==> config.mk <==
export PLATFORM = sky130hd
export DESIGN_NAME = seven_segment_8digit_mux
export DESIGN_NICKNAME = d
export VERILOG_FILES = /design/src/rtl/seven_segment_pkg.sv /design/src/rtl/hex_to_seven_segment.sv /design/src/rtl/seven_segment_8digit_mux.sv
export SDC_FILE = /design/constraint.sdc
export NUM_CORES = 1
export LEC_CHECK = 0
export CAP_MARGIN = 20
export CORE_ASPECT_RATIO = 0.7
export CORE_MARGIN = 5
export CORE_UTILIZATION = 59
export CTS_BUF_LIST = sky130_fd_sc_hd__clkbuf_8
export CTS_CLUSTER_SIZE = 40
export DETAILED_ROUTE_END_ITERATION = 16
export PLACE_DENSITY = 0.92
export SYNTH_ARGS = -nofsm -noshare
export SYNTH_HDL_FRONTEND = slang
export SYNTH_HIERARCHICAL = 1
export SYNTH_SLANG_ARGS = --single-unit
==> constraint.sdc <==
create_clock -name clk -period 4.1 [get_ports clk]
set_clock_uncertainty 0.2 [all_clocks]
set_input_delay 0.615 -clock clk [delete_from_list [all_inputs] [get_ports clk]]
set_output_delay 0.615 -clock clk [all_outputs]
set_load 0.03 [all_outputs]
==> src/rtl/seven_segment_pkg.sv <==
// Shared constants and the hex-to-segment table for the 8-digit seven-segment driver.
// Segment patterns are active-high in gfedcba order; the pins invert them.
package seven_segment_pkg;

  localparam logic [6:0] SEG_OFF  = 7'h7F;
  localparam logic [7:0] AN_OFF   = 8'hFF;
  localparam int         N_DIGITS = 8;

  function automatic logic [6:0] hex_to_segments(input logic [3:0] nib);
    logic [6:0] s;
    case (nib)
      4'h0:    s = 7'h3F;
      4'h1:    s = 7'h06;
      4'h2:    s = 7'h5B;
      4'h3:    s = 7'h4F;
      4'h4:    s = 7'h66;
      4'h5:    s = 7'h6D;
      4'h6:    s = 7'h7D;
      4'h7:    s = 7'h07;
      4'h8:    s = 7'h7F;
      4'h9:    s = 7'h6F;
      4'hA:    s = 7'h77;
      4'hB:    s = 7'h7C;
      4'hC:    s = 7'h39;
      4'hD:    s = 7'h5E;
      4'hE:    s = 7'h79;
      default: s = 7'h71;
    endcase
    return s;
  endfunction

endpackage

==> src/rtl/hex_to_seven_segment.sv <==
// Combinational hex nibble decoder; output is active-high gfedcba.
module hex_to_seven_segment
  import seven_segment_pkg::*;
(
  input  logic [3:0] nibble,
  output logic [6:0] segments
);

  assign segments = hex_to_segments(nibble);

endmodule

==> src/rtl/seven_segment_8digit_mux.sv <==
// Time-multiplexed 8-digit common-anode seven-segment driver with per-frame input snapshot.
// Optional anode-transition blanking is enabled by defining SEVEN_SEGMENT_GHOST_GUARD_EN.
module seven_segment_8digit_mux
  import seven_segment_pkg::*;
#(
  parameter int DIGIT_PERIOD = 100000,
  parameter int GUARD_CYCLES = 16
) (
  input  logic        clk,
  input  logic        reset,
  input  logic [31:0] number,
  input  logic [7:0]  digit_en,
  input  logic [7:0]  dot,
  output logic [6:0]  seg,
  output logic        dp,
  output logic [7:0]  an
);

  localparam int                CNT_W   = $clog2(DIGIT_PERIOD);
  localparam logic [CNT_W-1:0]  CNT_MAX = CNT_W'(DIGIT_PERIOD - 1);
`ifdef SEVEN_SEGMENT_GHOST_GUARD_EN
  localparam bit                GUARD_ACTIVE = 1'b1;
`else
  localparam bit                GUARD_ACTIVE = 1'b0;
`endif

  logic [CNT_W-1:0] cnt_q, cnt_d;
  logic [2:0]       digit_q, digit_d;
  logic [31:0]      frame_num_q, frame_num_d;
  logic [7:0]       frame_en_q, frame_en_d;
  logic [7:0]       frame_dot_q, frame_dot_d;
  logic [6:0]       seg_q, seg_d;
  logic             dp_q, dp_d;
  logic [7:0]       an_q, an_d;

  logic [3:0]       nibble;
  logic [6:0]       seg_lit;
  logic             guard;

  hex_to_seven_segment u_decode (
    .nibble   (nibble),
    .segments (seg_lit)
  );

  always_comb begin
    nibble = frame_num_q[{digit_q, 2'b00} +: 4];
    guard  = GUARD_ACTIVE && (cnt_q < CNT_W'(GUARD_CYCLES));

    cnt_d   = cnt_q + 1'b1;
    digit_d = digit_q;
    if (cnt_q == CNT_MAX) begin
      cnt_d   = '0;
      digit_d = digit_q + 3'd1;
    end

    // Snapshot at the start of digit 0 so a whole refresh shows one value.
    frame_num_d = frame_num_q;
    frame_en_d  = frame_en_q;
    frame_dot_d = frame_dot_q;
    if (cnt_q == '0 && digit_q == 3'd0) begin
      frame_num_d = number;
      frame_en_d  = digit_en;
      frame_dot_d = dot;
    end

    an_d  = AN_OFF;
    seg_d = SEG_OFF;
    dp_d  = 1'b1;
    if (frame_en_q[digit_q] && !guard) begin
      an_d  = ~(8'b1 << digit_q);
      seg_d = ~seg_lit;
      dp_d  = ~frame_dot_q[digit_q];
    end
  end

  always_ff @(posedge clk) begin
    if (reset) begin
      cnt_q       <= '0;
      digit_q     <= 3'd0;
      frame_num_q <= '0;
      frame_en_q  <= '0;
      frame_dot_q <= '0;
      an_q        <= AN_OFF;
      seg_q       <= SEG_OFF;
      dp_q        <= 1'b1;
    end else begin
      cnt_q       <= cnt_d;
      digit_q     <= digit_d;
      frame_num_q <= frame_num_d;
      frame_en_q  <= frame_en_d;
      frame_dot_q <= frame_dot_d;
      an_q        <= an_d;
      seg_q       <= seg_d;
      dp_q        <= dp_d;
    end
  end

  assign an  = an_q;
  assign seg = seg_q;
  assign dp  = dp_q;

endmodule

# [After elaboration in Yosys (flattened, before gate mapping)]
# Memories as Yosys holds them, arrays and structs flattened.
# Index checks and enable logic that the tools add are counted.
[word_totals] ff_bits=84 latch_bits=0 ramBits=0 mem_bits_ro=112 in_bits=50 elab_cells=28 n_memories=1
[classes] add_sub_neg=2 n_mul=0 n_div=0 n_lt_le_gt_ge=1 eq_ne=1 shift=2 n_mux=4 bitwise=4 n_reduce_logical=5
[mem_list] name="(name not given)" depth=16 width=7 rd=1 rd_clocked_by_memory_dff=0 write_ports=0 line="seven_segment_pkg.sv:11" source="case (nib)"
[op_table] op="$shiftx 32x6->4" count=1
[op_table] op="$add 17x1->17 const B" count=1
[op_table] op="$eq 17x17->1 const B" count=1
[op_table] op="$logic_not 17->1" count=1
[op_table] op="$not 8->8" count=1
[op_table] op="$shl 1x3->8 const A" count=1
[op_table] op="$not 7->7" count=1
[op_table] op="$bmux 1 s3" count=2
[op_table] op="$lt 3x4->1 const B" count=1
[op_table] op="$reduce_or 2->1" count=2
[op_table] op="$add 3x1->3 const B" count=1
[op_table] op="$logic_not 3->1" count=1
[op_table] op="$mux 1" count=2
[op_table] op="$not 1->1" count=2
[op_table] op="$logic_and 1x1->1" count=1

# [Longest topological paths before layout]
# Gate-level depths: netlist (run 1).
[depth] ltp_word=4 mapped_depth=10

# [Modules after synthesis]
# Netlist (run 1), hierarchy kept.
[by_module_without_submodules] module="seven_segment_8digit_mux" n_inst=1 cells_per_inst=413 area_each_um2=3719.8
[by_module_without_submodules] module="hex_to_seven_segment" n_inst=1 cells_per_inst=33 area_each_um2=282.8

# [Worst setup path after synthesis (run 1)]
# OpenSTA, ideal clock, no wires.
[synth_path] kind="flip-flop to flip-flop" start="register digit_q[0]" end="register seg_q[3] (netlist: seg[3])" arrival_time_ns=2.275 t_required_ns=3.842 path_slack_ns=1.567 path_stages_with_launch=11 period_less_slack_ns=2.533 path_cell_list="dfxtp_1 buf_6 buf_2 mux4_2 nand2_1 nand2_1 inv_1 ha_1 inv_1 mux4_2 nand2_1"
[synth_between] word_cells_on_any_way=7 cone_classes="shift: 1; mux: 2; bitwise: 2; reduce/logical: 1; memory: 1"
[synth_lines] item="from (decl)" line="seven_segment_8digit_mux.sv:28" source="logic [2:0] digit_q, digit_d;"
[synth_lines] item="from (signal assigned)" line="seven_segment_8digit_mux.sv:88" source="digit_q <= digit_d;"
[synth_lines] item="$shiftx 32x6->4" line="seven_segment_8digit_mux.sv:46" source="nibble = frame_num_q[{digit_q, 2'b00} +: 4];"
[synth_lines] item="named net nibble[1]" line="seven_segment_8digit_mux.sv:36" source="logic [3:0] nibble;"
[synth_lines] item="$mem_v2 16x7"
[synth_lines] item="named net seg_lit[3]" line="seven_segment_8digit_mux.sv:37" source="logic [6:0] seg_lit;"
[synth_lines] item="$not 7->7" line="seven_segment_8digit_mux.sv:71" source="seg_d = ~seg_lit;"
[synth_lines] item="to (signal assigned)" line="seven_segment_8digit_mux.sv:93" source="seg_q <= seg_d;"
[synth_lines] item="to (decl)" line="seven_segment_8digit_mux.sv:32" source="logic [6:0] seg_q, seg_d;"
# The timed path passes the listed nets, and every way through them passes these cells. The select of a mux whose other input is x is not followed.
# A chain may end at the register's enable or synchronous reset.

# [Worst setup path after layout (run 1)]
[layout_path] start="register digit_q[1]" end="register seg_q[3] (netlist: seg[3])"
# Same word-level chain as after synthesis.

==> results of run 1 <==
==> through the flow <==
stage	total power [uW]	hold WS [ps]	utilization (%)	worst slack (ps)	area, sq um
global route	1970	299	71.9	1040	4790
finish	1900	279	71.9	1240	4790
CTS	1900	281	71.9	1250	4790
detailed placement	1190	266	68.2	1270	4550
global placement	1170	253	68.2	1420	4550
floorplan	1100	246	-	1570	4000
==> worst paths after layout <==
check / startpoint / to / slack [ps] / cells past startpoint
worst max-delay path: digit_q[1] / seg[3] / 1240 / 8
worst min-delay path: frame_num_q[10] / frame_num_q[10] / 280 / 2
worst max register to register: digit_q[1] / seg[3] / 1240 / 8
worst min register to register: frame_num_q[10] / frame_num_q[10] / 280 / 2
==> registers in the layout (all words and copies together) (netlist names) <==
name	count
an	8
cnt_q	17
digit_q	3
dp	1
frame_dot_q	8
frame_en_q	8
frame_num_q	32
seg	7
==> kinds of logic (layout without fill, tap and decap cells) <==
group           count (synthesis)  count (layout)  synth area share (%)
fa+ha+maj                      15              15                  4.69
simple gates                  147             147                  19.1
flops                          84              84                  42.0
xor+xnor                       15              15                  3.28
buf+inv                        54              98                  7.50
compound gates                112             112                  14.8
mux                            19              19                  8.60
==> synthesized netlist by cell type, types with 2 or more instances <==
| cell type | number |
|---|---|
| a21oi_1 | 53 |
| a22oi_1 | 2 |
| and2_1 | 2 |
| and3_1 | 2 |
| and4_4 | 2 |
| buf_2 | 13 |
| buf_4 | 4 |
| buf_6 | 8 |
| clkbuf_1 | 13 |
| clkbuf_2 | 3 |
| dfxtp_1 | 84 |
| ha_1 | 15 |
| inv_1 | 12 |
| mux2_2 | 3 |
| mux2i_1 | 4 |
| mux4_2 | 12 |
| nand2_1 | 31 |
| nand2_2 | 2 |
| nand3_1 | 58 |
| nand4_1 | 11 |
| nor2_1 | 21 |
| nor2b_1 | 2 |
| nor3_1 | 5 |
| nor4_1 | 5 |
| nor4_4 | 2 |
| o21ai_0 | 44 |
| o21ai_1 | 6 |
| xnor2_1 | 10 |
| xor2_1 | 5 |
==> cell usage in the layout, fill, tap and decap left out, types with 2 or more instances in the layout <==
cell type         n
a21oi_1          53
a22oi_1           2
and2_1            2
and3_1            2
and4_4            2
buf_4             4
bufinv_16         3
clkbuf_8          9
clkdlybuf4s50_1  64
clkinvlp_4        2
dfxtp_1          84
ha_1             15
inv_1            12
inv_6             2
mux2_2            3
mux2i_1           4
mux4_2           12
nand2_1          31
nand2_2           2
nand3_1          58
nand4_1          11
nor2_1           21
nor2b_1           2
nor3_1            5
nor4_1            5
nor4_4            2
o21ai_0          44
o21ai_1           6
xnor2_1          10
xor2_1            5
==> per-layer routing <==
layer | up-vias | track usage (%)
met5 | - | 0
met4 | 0 | 9.08
met3 | 36 | 8.04
met2 | 197 | 35.4
met1 | 1627 | 32.1
li1 | 1653 | -
==> where the power goes <==
part,internal [uW],switching (uW)
clock,409,315
combinational,131,147
sequential,867,29.7
==> critical path: stages, from the launching register on <==
cell and delay, ps:
dfxtp_1 790, mux4_2 590, nand2_1 80, nand2_1 110, inv_1 160, ha_1 270
inv_1 80, mux4_2 460, nand2_1 70
==> layout make-up <==
type,count,area [sq um]
inverters,13,51.3
clock buffers,9,124
repair buffers,69,676
multi-input cells,308,2020
flip-flops and latches,84,1680
well taps,94,118
clock inverters,7,123
fillers,497,1870
==> results.yml, run 1 <==
clock_tree:
  cts_setup_buffers: 0
  cts_resized: 0
  cts.sinks: 84
  postCtsHoldBufs: 0
  cts_root_buf: "clkbuf_8"
  clkLatencyLatePin_ps: 370
  numCtsBuffers: 9
  path_clk_slew_ps: 90
  cts_max_level: 3
  cts_tree: "built"
  cts_max_path_buffers: 2
synthesis:
  postSynthNetCount: 511
  synth_edf_count: 0
  syn_area_sq_um: 4000
  netlist_instances: 446
  yosys_warnings: 6
  avgSynthCellArea_sq_um: 8.97
  synth_top_flop_cell: "dfxtp_1"
  netlist.area_leader.share_pct: 42.0
  ys_seq_area_share_pct: 42.0
  synthArstFlopShare_pct: 0
  synthTopCellsByArea: "dfxtp_1 (42%), nand3_1 (7.3%), mux4_2 (6.8%)"
  ys_types: 41
  synth_seq_cells: 84
  synth_top_cell_by_area: "dfxtp_1"
die:
  fp.dieW_microns: 108
  die-height_microns: 78.9
  core-area_sq_um: 6660
  die_area_sq_um: 8560
  row_count: 25
  start_util_pct: 60.1
  ioPinCount: 66
worst_hold_path:
  hold_path_class: "reg -> reg"
final_layout:
  diodes: 0
  nets: 550
  stdcell_count: 584
  area_growth_syn_to_layout_pct: 19.8
  final_layout_size_suffix_gt1_share_pct: 9.59
timing:
  rsz0062_at_grt: "no"
  timing.slew.headroom_pct: 35.5
  fin_crit_sh_pct: 69.9
  fin_crit_ps: 2860
  fmax_mhz: 349
  worst_slew_pin_slew_ps: 967
  report.final.slew_viol_count: 0
  setup_violations: 0
  finalHoldViolations: 0
  tns_ps: 0
routing:
  drt-initial-drc-count: 435
  firstDrtPassIters: 7
  via_count: 3513
  met2_length_microns: 4410
  m1WireLength_microns: 4370
  wl_per_cell_microns: 17.2
  ant_nets: 0
  wl_met3_microns: 933
  routed_wl_microns: 10000
  drc: 0
  viasPerCell: 6.02
  highest_layer: "met4"
worst_setup_path:
  cp-start-kind: "flip-flop"
  required_ps: 4210
  critical_path_class: "reg -> reg"
  cp.arrival_ps: 2980
  worstPathMaxFanout: 16
  worstSetupEndpointType: "flip-flop"
placement:
  finalWeightedCongestion: 0.886
  dp.cells: 568
  portBuffers: 65
  hpwlAfterDp_microns: 6560
grt:
  antenna_found_initial: 0
  grt-ovfl-total: 0
  grt_pass1_vias: 3255
  track_usage_pct: 23.8
  grt_max_degree: 55
  grt_pass1_wl_microns: 16000
job:
  max_cap_violations: 0
power_and_ir_drop:
  leakagePower_uw: 0.00173
  pwr_density_cell_nw_per_um2: 396
  vdd_ir_drop_max_mv: 0.188
outcome:
  status: "finished clean"
No activity file was read; power rests on OpenSTA's default activity.
==> run 2: changes to the inputs <==
- CORE_UTILIZATION: 59 -> 55
- PLACE_DENSITY: 0.92 -> 0.87
- clock period: 4.1 -> 2.8 ns (I/O delays scaled with it)
==> results.yml, run 2 (synthesis results as in run 1) <==
outcome:
  status: "finished clean"
clock_tree:
  cts_tree: "built"
  numCtsBuffers: 9
  cts_max_level: 3
  cts.sinks: 84
  cts_max_path_buffers: 2
  cts_setup_buffers: 0
  cts_root_buf: "clkbuf_8"
  path_clk_slew_ps: 90
  clkLatencyLatePin_ps: 360
placement:
  finalWeightedCongestion: 0.909
  pre_cts_ws_ps: 135
  hpwlAfterDp_microns: 6650
  dp.cells: 574
  portBuffers: 65
worst_setup_path:
  required_ps: 2900
  cp.arrival_ps: 2620
  cp_common_cell: "nand2_1"
  cp-start-kind: "flip-flop"
  cp_top_family: "multiplexers"
  slowest_delay_ps: 540
  worstSetupEndpointType: "flip-flop"
  crit_slowest_cell: "mux4_2"
  worstPathMaxFanout: 9
  crit_buf_inv: 2
  path_cells: "mux4_2 -> nand2_1 -> nand2_1 -> inv_1 -> ha_1 -> inv_1 -> mux4_2 -> nand2_1"
  critical_path_class: "reg -> reg"
die:
  fp.dieW_microns: 112
  core-area_sq_um: 7190
  row_count: 26
  die_area_sq_um: 9110
  ioPinCount: 66
  start_util_pct: 55.7
  die-height_microns: 81.4
routing:
  drc: 0
  wl_per_cell_microns: 16.0
  drt-initial-drc-count: 265
  viasPerCell: 5.80
  routed_wl_microns: 9440
  firstDrtPassIters: 5
  via_count: 3421
  ant_nets: 0
final_layout:
  nets: 552
  largest_reg_flops: 32
  top_register: "frame_num_q"
  reg_top3: "frame_num_q (32), cnt_q (17)"
  stdcell_count: 590
  final_cell_mix: "dfxtp_1 (82), clkdlybuf4s50_1 (64), nand3_1 (58)"
  final_layout_size_suffix_gt1_share_pct: 9.96
  diodes: 0
  final_common_cell: "dfxtp_1"
  area_growth_syn_to_layout_pct: 18.9
timing:
  fin_crit_ps: 2520
  fin_ws_ps: 280
  worst_slew_pin_slew_ps: 495
  fin_crit_sh_pct: 90.0
  report.final.slew_viol_count: 0
  timing.slew.headroom_pct: 67.0
  finalHoldViolations: 0
  rsz0062_at_grt: "no"
  tns_ps: 0
  fmax_mhz: 397
  setup_violations: 0
  whs_ps: 151
power_and_ir_drop:
  finalPower_uw: 2540
  leakagePower_uw: 0.00172
  pwr_density_cell_nw_per_um2: 533
  p_switching_uw: 681
  swShare_pct: 26.8
  p_clk_share_pct: 32.3
  combPwrFrac_pct: 16.0
  p_seq_share_pct: 51.7
  intPower_uw: 1860
  vdd_ir_drop_max_mv: 0.282
grt:
  grt-ovfl-total: 0
  grt_pass1_wl_microns: 16000
  antenna_found_initial: 0
  grt_pass1_vias: 3172
  use_met2_pct: 31.2
  met1_usage_pct: 31.6
  grt_max_degree: 49
  grt_use_met3_pct: 6.11
  track_usage_pct: 21.8
  grt.busiest_layer: "met1"
worst_hold_path:
  hold_path_class: "in -> reg"
job:
  max_cap_violations: 0
## run 2: what timing repair did
action                                  in CTS  in global routing
gates resized for setup                      0                  2
hold buffers                                 0                  0
endpoints found under the setup margin       0                  2
hold endpoints to repair                     0                  0
## run 2: path summary, 6_finish.rpt
| path | from | cells after the start | slack (ps) | endpoint |
|---|---|---|---|---|
| worst min register to register | frame_dot_q[6] | 2 | 280 | frame_dot_q[6] |
| worst max-delay path | digit_q[0] | 8 | 280 | seg[3] |
| worst max register to register | digit_q[0] | 8 | 280 | seg[3] |
| worst min-delay path | reset | 2 | 150 | digit_q[1] |
## run 2: layer usage
| metal | part of all wire (%) | up-vias |
|---|---|---|
| met4 | 1.5 | 0 |
| met2 | 44 | 131 |
| met3 | 8.2 | 12 |
| met1 | 46 | 1622 |
| met5 | 0 | - |
| li1 | - | 1656 |
## run 2: area by class of cell
cell class / count / area [sq um]
clock buffers: 12 / 165
fillers: 569 / 2430
well taps: 98 / 123
multi-input cells: 308 / 2020
repair buffers: 71 / 691
inverters: 13 / 51.3
flip-flops and latches: 84 / 1680
clock inverters: 4 / 23.8
## run 2: power groups by stage
stage | clock network, uW | logic, uW | registers [uW]
6_report | 818 | 406 | 1310
5_1_grt | 888 | 448 | 1320
4_1_cts | 825 | 402 | 1310
3_5_place_dp | 0 | 400 | 1340
3_3_place_gp | 0 | 384 | 1340
2_1_floorplan | 0 | 278 | 1330
## run 2: through the flow
step	util [%]	area [sq um]
after detailed placement	63.5	4570
final	66.2	4760
after floorplan	-	4000
after CTS	66.2	4760
after global placement	63.5	4570
after global routing	66.2	4760
